$ cat src/rtl/track_scheduler.sv
// track_scheduler
// Sequences the shared RAM port once per audio sample period: one read per
// played track (ascending index), then an optional write of the record
// sample. The reads are summed and the sum is saturated to 16 bits for the
// mix output. Every output is registered.
module track_scheduler #(
    parameter int TRACKS = 4,
    parameter int TRK_W  = 2,
    parameter int POS_W  = 21,
    parameter int ADDR_W = 23
) (
    input  logic              clk,
    input  logic              rst,
    input  logic              sample_tick,
    input  logic              rec_en,
    input  logic [TRK_W-1:0]  rec_track,
    input  logic [15:0]       rec_sample,
    input  logic [TRACKS-1:0] play_mask,
    input  logic [POS_W-1:0]  loop_len,
    output logic              mem_req,
    output logic              mem_we,
    output logic [ADDR_W-1:0] mem_addr,
    output logic [15:0]       mem_wdata,
    input  logic              mem_ack,
    input  logic [15:0]       mem_rdata,
    output logic [15:0]       mix_out,
    output logic              mix_valid,
    output logic [POS_W-1:0]  pos,
    output logic              busy,
    output logic              overrun
);

    localparam int ACC_W = 16 + TRK_W;
    localparam logic [TRK_W-1:0]        LAST_IDX = TRK_W'(TRACKS - 1);
    localparam logic signed [ACC_W-1:0] SAT_HI   = ACC_W'(32'sd32767);
    localparam logic signed [ACC_W-1:0] SAT_LO   = ACC_W'(-32'sd32768);

    typedef enum logic [2:0] {
        ST_IDLE  = 3'd0,
        ST_SCAN  = 3'd1,
        ST_READ  = 3'd2,
        ST_WRITE = 3'd3,
        ST_DONE  = 3'd4
    } state_t;

    // Clamp the wide accumulator into the signed 16-bit output range.
    function automatic logic [15:0] saturate(input logic signed [ACC_W-1:0] a);
        logic [15:0] r;
        if (a > SAT_HI) begin
            r = 16'h7FFF;
        end else if (a < SAT_LO) begin
            r = 16'h8000;
        end else begin
            r = a[15:0];
        end
        return r;
    endfunction

    state_t                    state_r;
    state_t                    state_s;

    // Snapshot taken at the tick so a period is immune to live input changes.
    logic [TRACKS-1:0]         mask_r;
    logic                      rec_en_r;
    logic [TRK_W-1:0]          rec_track_r;
    logic [15:0]               rec_sample_r;

    logic [TRK_W-1:0]          idx_r;
    logic signed [ACC_W-1:0]   acc_r;
    logic signed [ACC_W-1:0]   acc_s;
    logic signed [ACC_W-1:0]   rdata_ext_s;
    logic [POS_W-1:0]          pos_r;
    logic [POS_W-1:0]          pos_s;

    logic                      mem_req_r;
    logic                      mem_we_r;
    logic [ADDR_W-1:0]         mem_addr_r;
    logic [15:0]               mem_wdata_r;
    logic [15:0]               mix_out_r;
    logic                      mix_valid_r;
    logic                      busy_r;
    logic                      overrun_r;

    logic                      ack_s;
    logic                      hit_s;
    logic                      last_s;
    logic                      req_s;
    logic                      load_s;
    logic                      we_s;
    logic [ADDR_W-1:0]         addr_s;
    logic [15:0]               wdata_s;
    logic                      mix_upd_s;
    logic                      idx_inc_s;

    // Qualify the handshake and decode the scan position.
    always_comb begin
        ack_s  = mem_ack & mem_req_r;
        hit_s  = mask_r[idx_r];
        last_s = (idx_r == LAST_IDX);
    end

    // State register.
    always_ff @(posedge clk) begin
        if (rst) begin
            state_r <= ST_IDLE;
        end else begin
            state_r <= state_s;
        end
    end

    // Next-state logic; the last read jumps straight on so scanning costs
    // exactly one cycle per track index.
    always_comb begin
        state_s = state_r;
        case (state_r)
            ST_IDLE: begin
                if (sample_tick) begin
                    state_s = ST_SCAN;
                end else begin
                    state_s = ST_IDLE;
                end
            end
            ST_SCAN: begin
                if (hit_s) begin
                    state_s = ST_READ;
                end else if (last_s) begin
                    state_s = rec_en_r ? ST_WRITE : ST_DONE;
                end else begin
                    state_s = ST_SCAN;
                end
            end
            ST_READ: begin
                if (ack_s && last_s) begin
                    state_s = rec_en_r ? ST_WRITE : ST_DONE;
                end else if (ack_s) begin
                    state_s = ST_SCAN;
                end else begin
                    state_s = ST_READ;
                end
            end
            ST_WRITE: begin
                if (ack_s) begin
                    state_s = ST_DONE;
                end else begin
                    state_s = ST_WRITE;
                end
            end
            ST_DONE: begin
                state_s = ST_IDLE;
            end
            default: begin
                state_s = ST_IDLE;
            end
        endcase
    end

    // Datapath next values: accumulate on read acks, compute the next position.
    always_comb begin
        rdata_ext_s = {{TRK_W{mem_rdata[15]}}, mem_rdata};
        if ((state_r == ST_READ) && ack_s) begin
            acc_s = acc_r + rdata_ext_s;
        end else begin
            acc_s = acc_r;
        end
        // Covers a live shrink of loop_len below pos; loop_len 0 wraps naturally.
        if ((loop_len != {POS_W{1'b0}}) && (pos_r >= (loop_len - POS_W'(1)))) begin
            pos_s = {POS_W{1'b0}};
        end else begin
            pos_s = pos_r + POS_W'(1);
        end
        idx_inc_s = ((state_r == ST_SCAN) && !hit_s) || ((state_r == ST_READ) && ack_s);
    end

    // Output decode: request held from one cycle after entering READ/WRITE
    // until the ack cycle; port fields are captured once at request rise.
    always_comb begin
        req_s     = ((state_r == ST_READ) || (state_r == ST_WRITE)) && (state_s == state_r);
        load_s    = req_s && !mem_req_r;
        we_s      = (state_r == ST_WRITE);
        mix_upd_s = (state_s == ST_DONE);
        if (state_r == ST_WRITE) begin
            addr_s  = ADDR_W'({rec_track_r, pos_r});
            wdata_s = rec_sample_r;
        end else begin
            addr_s  = ADDR_W'({idx_r, pos_r});
            wdata_s = mem_wdata_r;
        end
    end

    // Snapshot, scan index and accumulator.
    always_ff @(posedge clk) begin
        if (rst) begin
            mask_r       <= {TRACKS{1'b0}};
            rec_en_r     <= 1'b0;
            rec_track_r  <= {TRK_W{1'b0}};
            rec_sample_r <= 16'h0000;
            idx_r        <= {TRK_W{1'b0}};
            acc_r        <= {ACC_W{1'b0}};
        end else if ((state_r == ST_IDLE) && sample_tick) begin
            mask_r       <= play_mask;
            rec_en_r     <= rec_en;
            rec_track_r  <= rec_track;
            rec_sample_r <= rec_sample;
            idx_r        <= {TRK_W{1'b0}};
            acc_r        <= {ACC_W{1'b0}};
        end else begin
            acc_r <= acc_s;
            if (idx_inc_s) begin
                idx_r <= idx_r + TRK_W'(1);
            end
        end
    end

    // RAM port registers.
    always_ff @(posedge clk) begin
        if (rst) begin
            mem_req_r   <= 1'b0;
            mem_we_r    <= 1'b0;
            mem_addr_r  <= {ADDR_W{1'b0}};
            mem_wdata_r <= 16'h0000;
        end else begin
            mem_req_r <= req_s;
            if (load_s) begin
                mem_we_r    <= we_s;
                mem_addr_r  <= addr_s;
                mem_wdata_r <= wdata_s;
            end
        end
    end

    // Mix, position, busy and sticky overrun registers.
    always_ff @(posedge clk) begin
        if (rst) begin
            mix_out_r   <= 16'h0000;
            mix_valid_r <= 1'b0;
            pos_r       <= {POS_W{1'b0}};
            busy_r      <= 1'b0;
            overrun_r   <= 1'b0;
        end else begin
            mix_valid_r <= mix_upd_s;
            busy_r      <= (state_s != ST_IDLE);
            if (mix_upd_s) begin
                mix_out_r <= saturate(acc_s);
            end
            if (state_r == ST_DONE) begin
                pos_r <= pos_s;
            end
            if (sample_tick && (state_r != ST_IDLE)) begin
                overrun_r <= 1'b1;
            end
        end
    end

    assign mem_req   = mem_req_r;
    assign mem_we    = mem_we_r;
    assign mem_addr  = mem_addr_r;
    assign mem_wdata = mem_wdata_r;
    assign mix_out   = mix_out_r;
    assign mix_valid = mix_valid_r;
    assign pos       = pos_r;
    assign busy      = busy_r;
    assign overrun   = overrun_r;

endmodule

$ cat config.mk
export PLATFORM = sky130hd
export DESIGN_NAME = track_scheduler
export DESIGN_NICKNAME = d
export VERILOG_FILES = /design/src/rtl/track_scheduler.sv
export SDC_FILE = /design/constraint.sdc
export NUM_CORES = 1
export LEC_CHECK = 0
export ABC_AREA = 0
export CAP_MARGIN = 20
export CORE_MARGIN = 2
export CORE_UTILIZATION = 40
export CTS_CLUSTER_SIZE = 28
export DETAILED_ROUTE_END_ITERATION = 10
export GPL_ROUTABILITY_DRIVEN = 0
export PLACE_DENSITY_LB_ADDON = 0.12
export SETUP_SLACK_MARGIN = 0.4
export SLEW_MARGIN = 20
export SYNTH_ARGS = -nofsm -noshare
export SYNTH_HDL_FRONTEND = slang
export SYNTH_SLANG_ARGS = --single-unit
$ cat constraint.sdc
create_clock -name clk -period 5.1 [get_ports clk]
set_input_delay 0.765 -clock clk [delete_from_list [all_inputs] [get_ports clk]]
set_output_delay 0.765 -clock clk [all_outputs]
set_load 0.05 [all_outputs]
==> run summary <==
outcome: finished clean
Worst-path clk slew: 60 ps
Avg Inst Size Synth: 8.08 um2
DRC errors left: 0
drt pass-1 iters: 4
H-tree depth: 4
Clock Power Share: 0.492
Max Slew Vio Count: 0
CTS sink cnt: 127
Starting Density: 0.406
Mapped Nets: 931
Clock Skew: 10.5 ps
CTS Root Cell: clkbuf_16
sequential share of power: 0.428
most frequent cells after synthesis: nand2_1 (173), dfxtp_1 (127), a21oi_1 (97)
total chip power: 2.38 mW
Final Hold Fails: 0
Post-DRT Antenna Nets: 0
HP Class: reg2reg
Die Ht: 133 um
Final min period: 4010 ps
chip width: 133 um
Critical Path Sink Type: register
Psw: 0.591 mW
Peak supply drop: 238 uV
Overflow after GRT: 0
yosys warns: 0
Seq/Total Area, Yosys: 0.382
Async SR Flop Fraction: 0
I/O Pins: 145
Worst-Skew Late Latency: 410 ps
wire per inst: 14.5 um
top_reg_cell synth: dfxtp_1
most frequent cell after synthesis: nand2_1
Synth Register Bits: 127
EDFF count, synth: 0
Num CTS Buffers: 17
CP Max Fanout: 20
vias: 5840
Core Area: 16400 um2
setup bufs post-CTS: 0
clock buffer depth: 2
Starting DRT DRC Count: 207
mapped cell area: 6660 um2
max cap viols: 0
# port buffers: 144
Worst-Margin Slew: 1010 ps
initial antenna violation count: 0
CP Data Required Time: 5440 ps
Sw Share: 0.248
Detail Placement HPWL: 12.0 mm
final worst path period share: 0.786
Finish-stage setup viols: 0
Final #Nets: 1043
Yosys top cell area share: 0.382
critical path class: in2reg
Die ar.: 17700 um2
Area growth, synth to finish: 30.7%
# diodes: 0
Power Dens Cells: 274 nW/um2
gr usage total: 0.196
Worst EP arrival: 4350 ps
CTS tree: yes
Mapped Cells: 824
Synth cell types: 55
largest net degree at the start of global routing: 94
final setup TNS: 0 ps
area leader, netlist: dfxtp_1
row cnt: 47
Routed WL: 17.0 mm
Int Power: 1.79 mW
leakage: 3.22 nW
RSZ-0062 raised after global routing: no
post-CTS sizing: 0
share of cells above drive strength 1: 0.0611
Post-CTS Hold Buffers: 0
Startpoint Class: input port
Max Clock Freq: 249 MHz
global-route wire length before repair: 28.0 mm
combinational power share: 0.079
Layout fillers: 1575
via/cell ratio: 5.00
synth top area cells: dfxtp_1 (38%), nand2_1 (9.8%), ha_1 (7.9%)
number of global-route vias before repair: 5616
Worst slew margin: 0.325
==> sequential cells by signal, summed over array words and instances, names as in the netlist <==
signal and flops:
acc_r 18, mask_r 4, rec_track_r 2, mem_we 1, idx_r 2, overrun 1, busy 1, mem_addr 23
pos 21, state_r 3, mix_valid 1, mem_wdata 16, mix_out 16, rec_sample_r 16, mem_req 1, rec_en_r 1
==> final cells by class <==
cell class	count	area, um2	area share
inverters	8	30.0	0.00345
clock inverters	13	129	0.0148
repair buffers	151	1490	0.171
multi-input cells	631	3790	0.436
flip-flops and latches	127	2540	0.292
clock buffers	19	443	0.0509
well taps	220	275	0.0316
==> cell families (layout without fill, tap and decap cells) <==
kind of cell,count (synthesis),after routing,share of synthesized area
xor+xnor,53,53,0.0709
fa+ha+maj,43,43,0.0820
mux,10,10,0.0169
flops,127,127,0.382
compound gates,172,172,0.169
buf+inv,66,191,0.0506
simple gates,353,353,0.228
==> layout by cell type, fill, tap and decap left out, types with 7 or more instances in the layout <==
cell type	netlist	layout
nor3_1	14	13
nand2_1	173	173
a21oi_1	97	97
xnor2_1	24	24
a21o_1	9	9
and3_1	7	7
buf_4	21	8
dfxtp_1	127	127
ha_1	42	42
xor2_1	28	28
clkdlybuf4s50_1	0	143
nand3_1	15	15
nor2_1	93	92
or3_1	14	14
clkbuf_16	0	17
nand4_1	7	7
mux2i_1	9	9
and2_1	7	7
o21ai_0	15	14
o32ai_2	8	8
inv_1	8	8
==> metrics by stage <==
step	hold slack [ps]	area, um2	cells	utilization	setup slack [ps]
after global placement	440	8130	1137	0.496	726
after global routing	464	8700	1169	0.530	740
after floorplan	432	6660	824	-	1310
after CTS	453	8700	1169	0.530	1120
after detailed placement	444	8130	1137	0.496	688
final	451	8700	1169	0.530	1090
==> critical path, stage by stage <==
cell	delay (ps)
clkdlybuf4s50_1	480
or4_1	610
or3b_2	520
nor2_1	270
nand2_1	110
xor2_1	150
ha_1	290
a21o_1	160
a21o_1	170
a21oi_1	140
a21oi_1	80
o2bb2ai_1	180
o21ai_1	80
buf_4	210
nor2_1	120
==> worst paths after layout <==
kind | start | to | slack [ps] | cells after the start
worst min register to register | rec_sample_r[5]$_SDFFE_PP0P_ | mem_wdata[5]$_SDFFE_PP0P_ | 450 | 2
worst max-delay path | loop_len[7] | pos[8]$_SDFFE_PP0N_ | 1090 | 15
worst min-delay path | rec_sample_r[5]$_SDFFE_PP0P_ | mem_wdata[5]$_SDFFE_PP0P_ | 450 | 2
worst max register to register | acc_r[0]$_SDFF_PP0_ | mix_out[0]$_SDFFE_PP0P_ | 1870 | 12
==> power by group through the flow <==
stage          Combinational (mW)  Sequential, mW  Clock [mW]
2_1_floorplan              0.0991            1.04           0
3_3_place_gp                0.190            1.04           0
3_5_place_dp                0.191            1.04           0
4_1_cts                     0.192            1.02        1.20
5_1_grt                     0.211            1.02        1.24
6_report                    0.189            1.02        1.17
==> layer usage <==
layer | vias up | wire [um] | GRT usage | share of wire
met2 | 131 | 7960 | 0.327 | 0.47
met4 | 0 | 286 | 0.0681 | 0.017
met1 | 2638 | 7910 | 0.252 | 0.47
li1 | 3051 | - | - | -
met5 | - | 0 | 0 | 0
met3 | 20 | 826 | 0.0421 | 0.049
No activity file was read; power rests on OpenSTA's default activity.
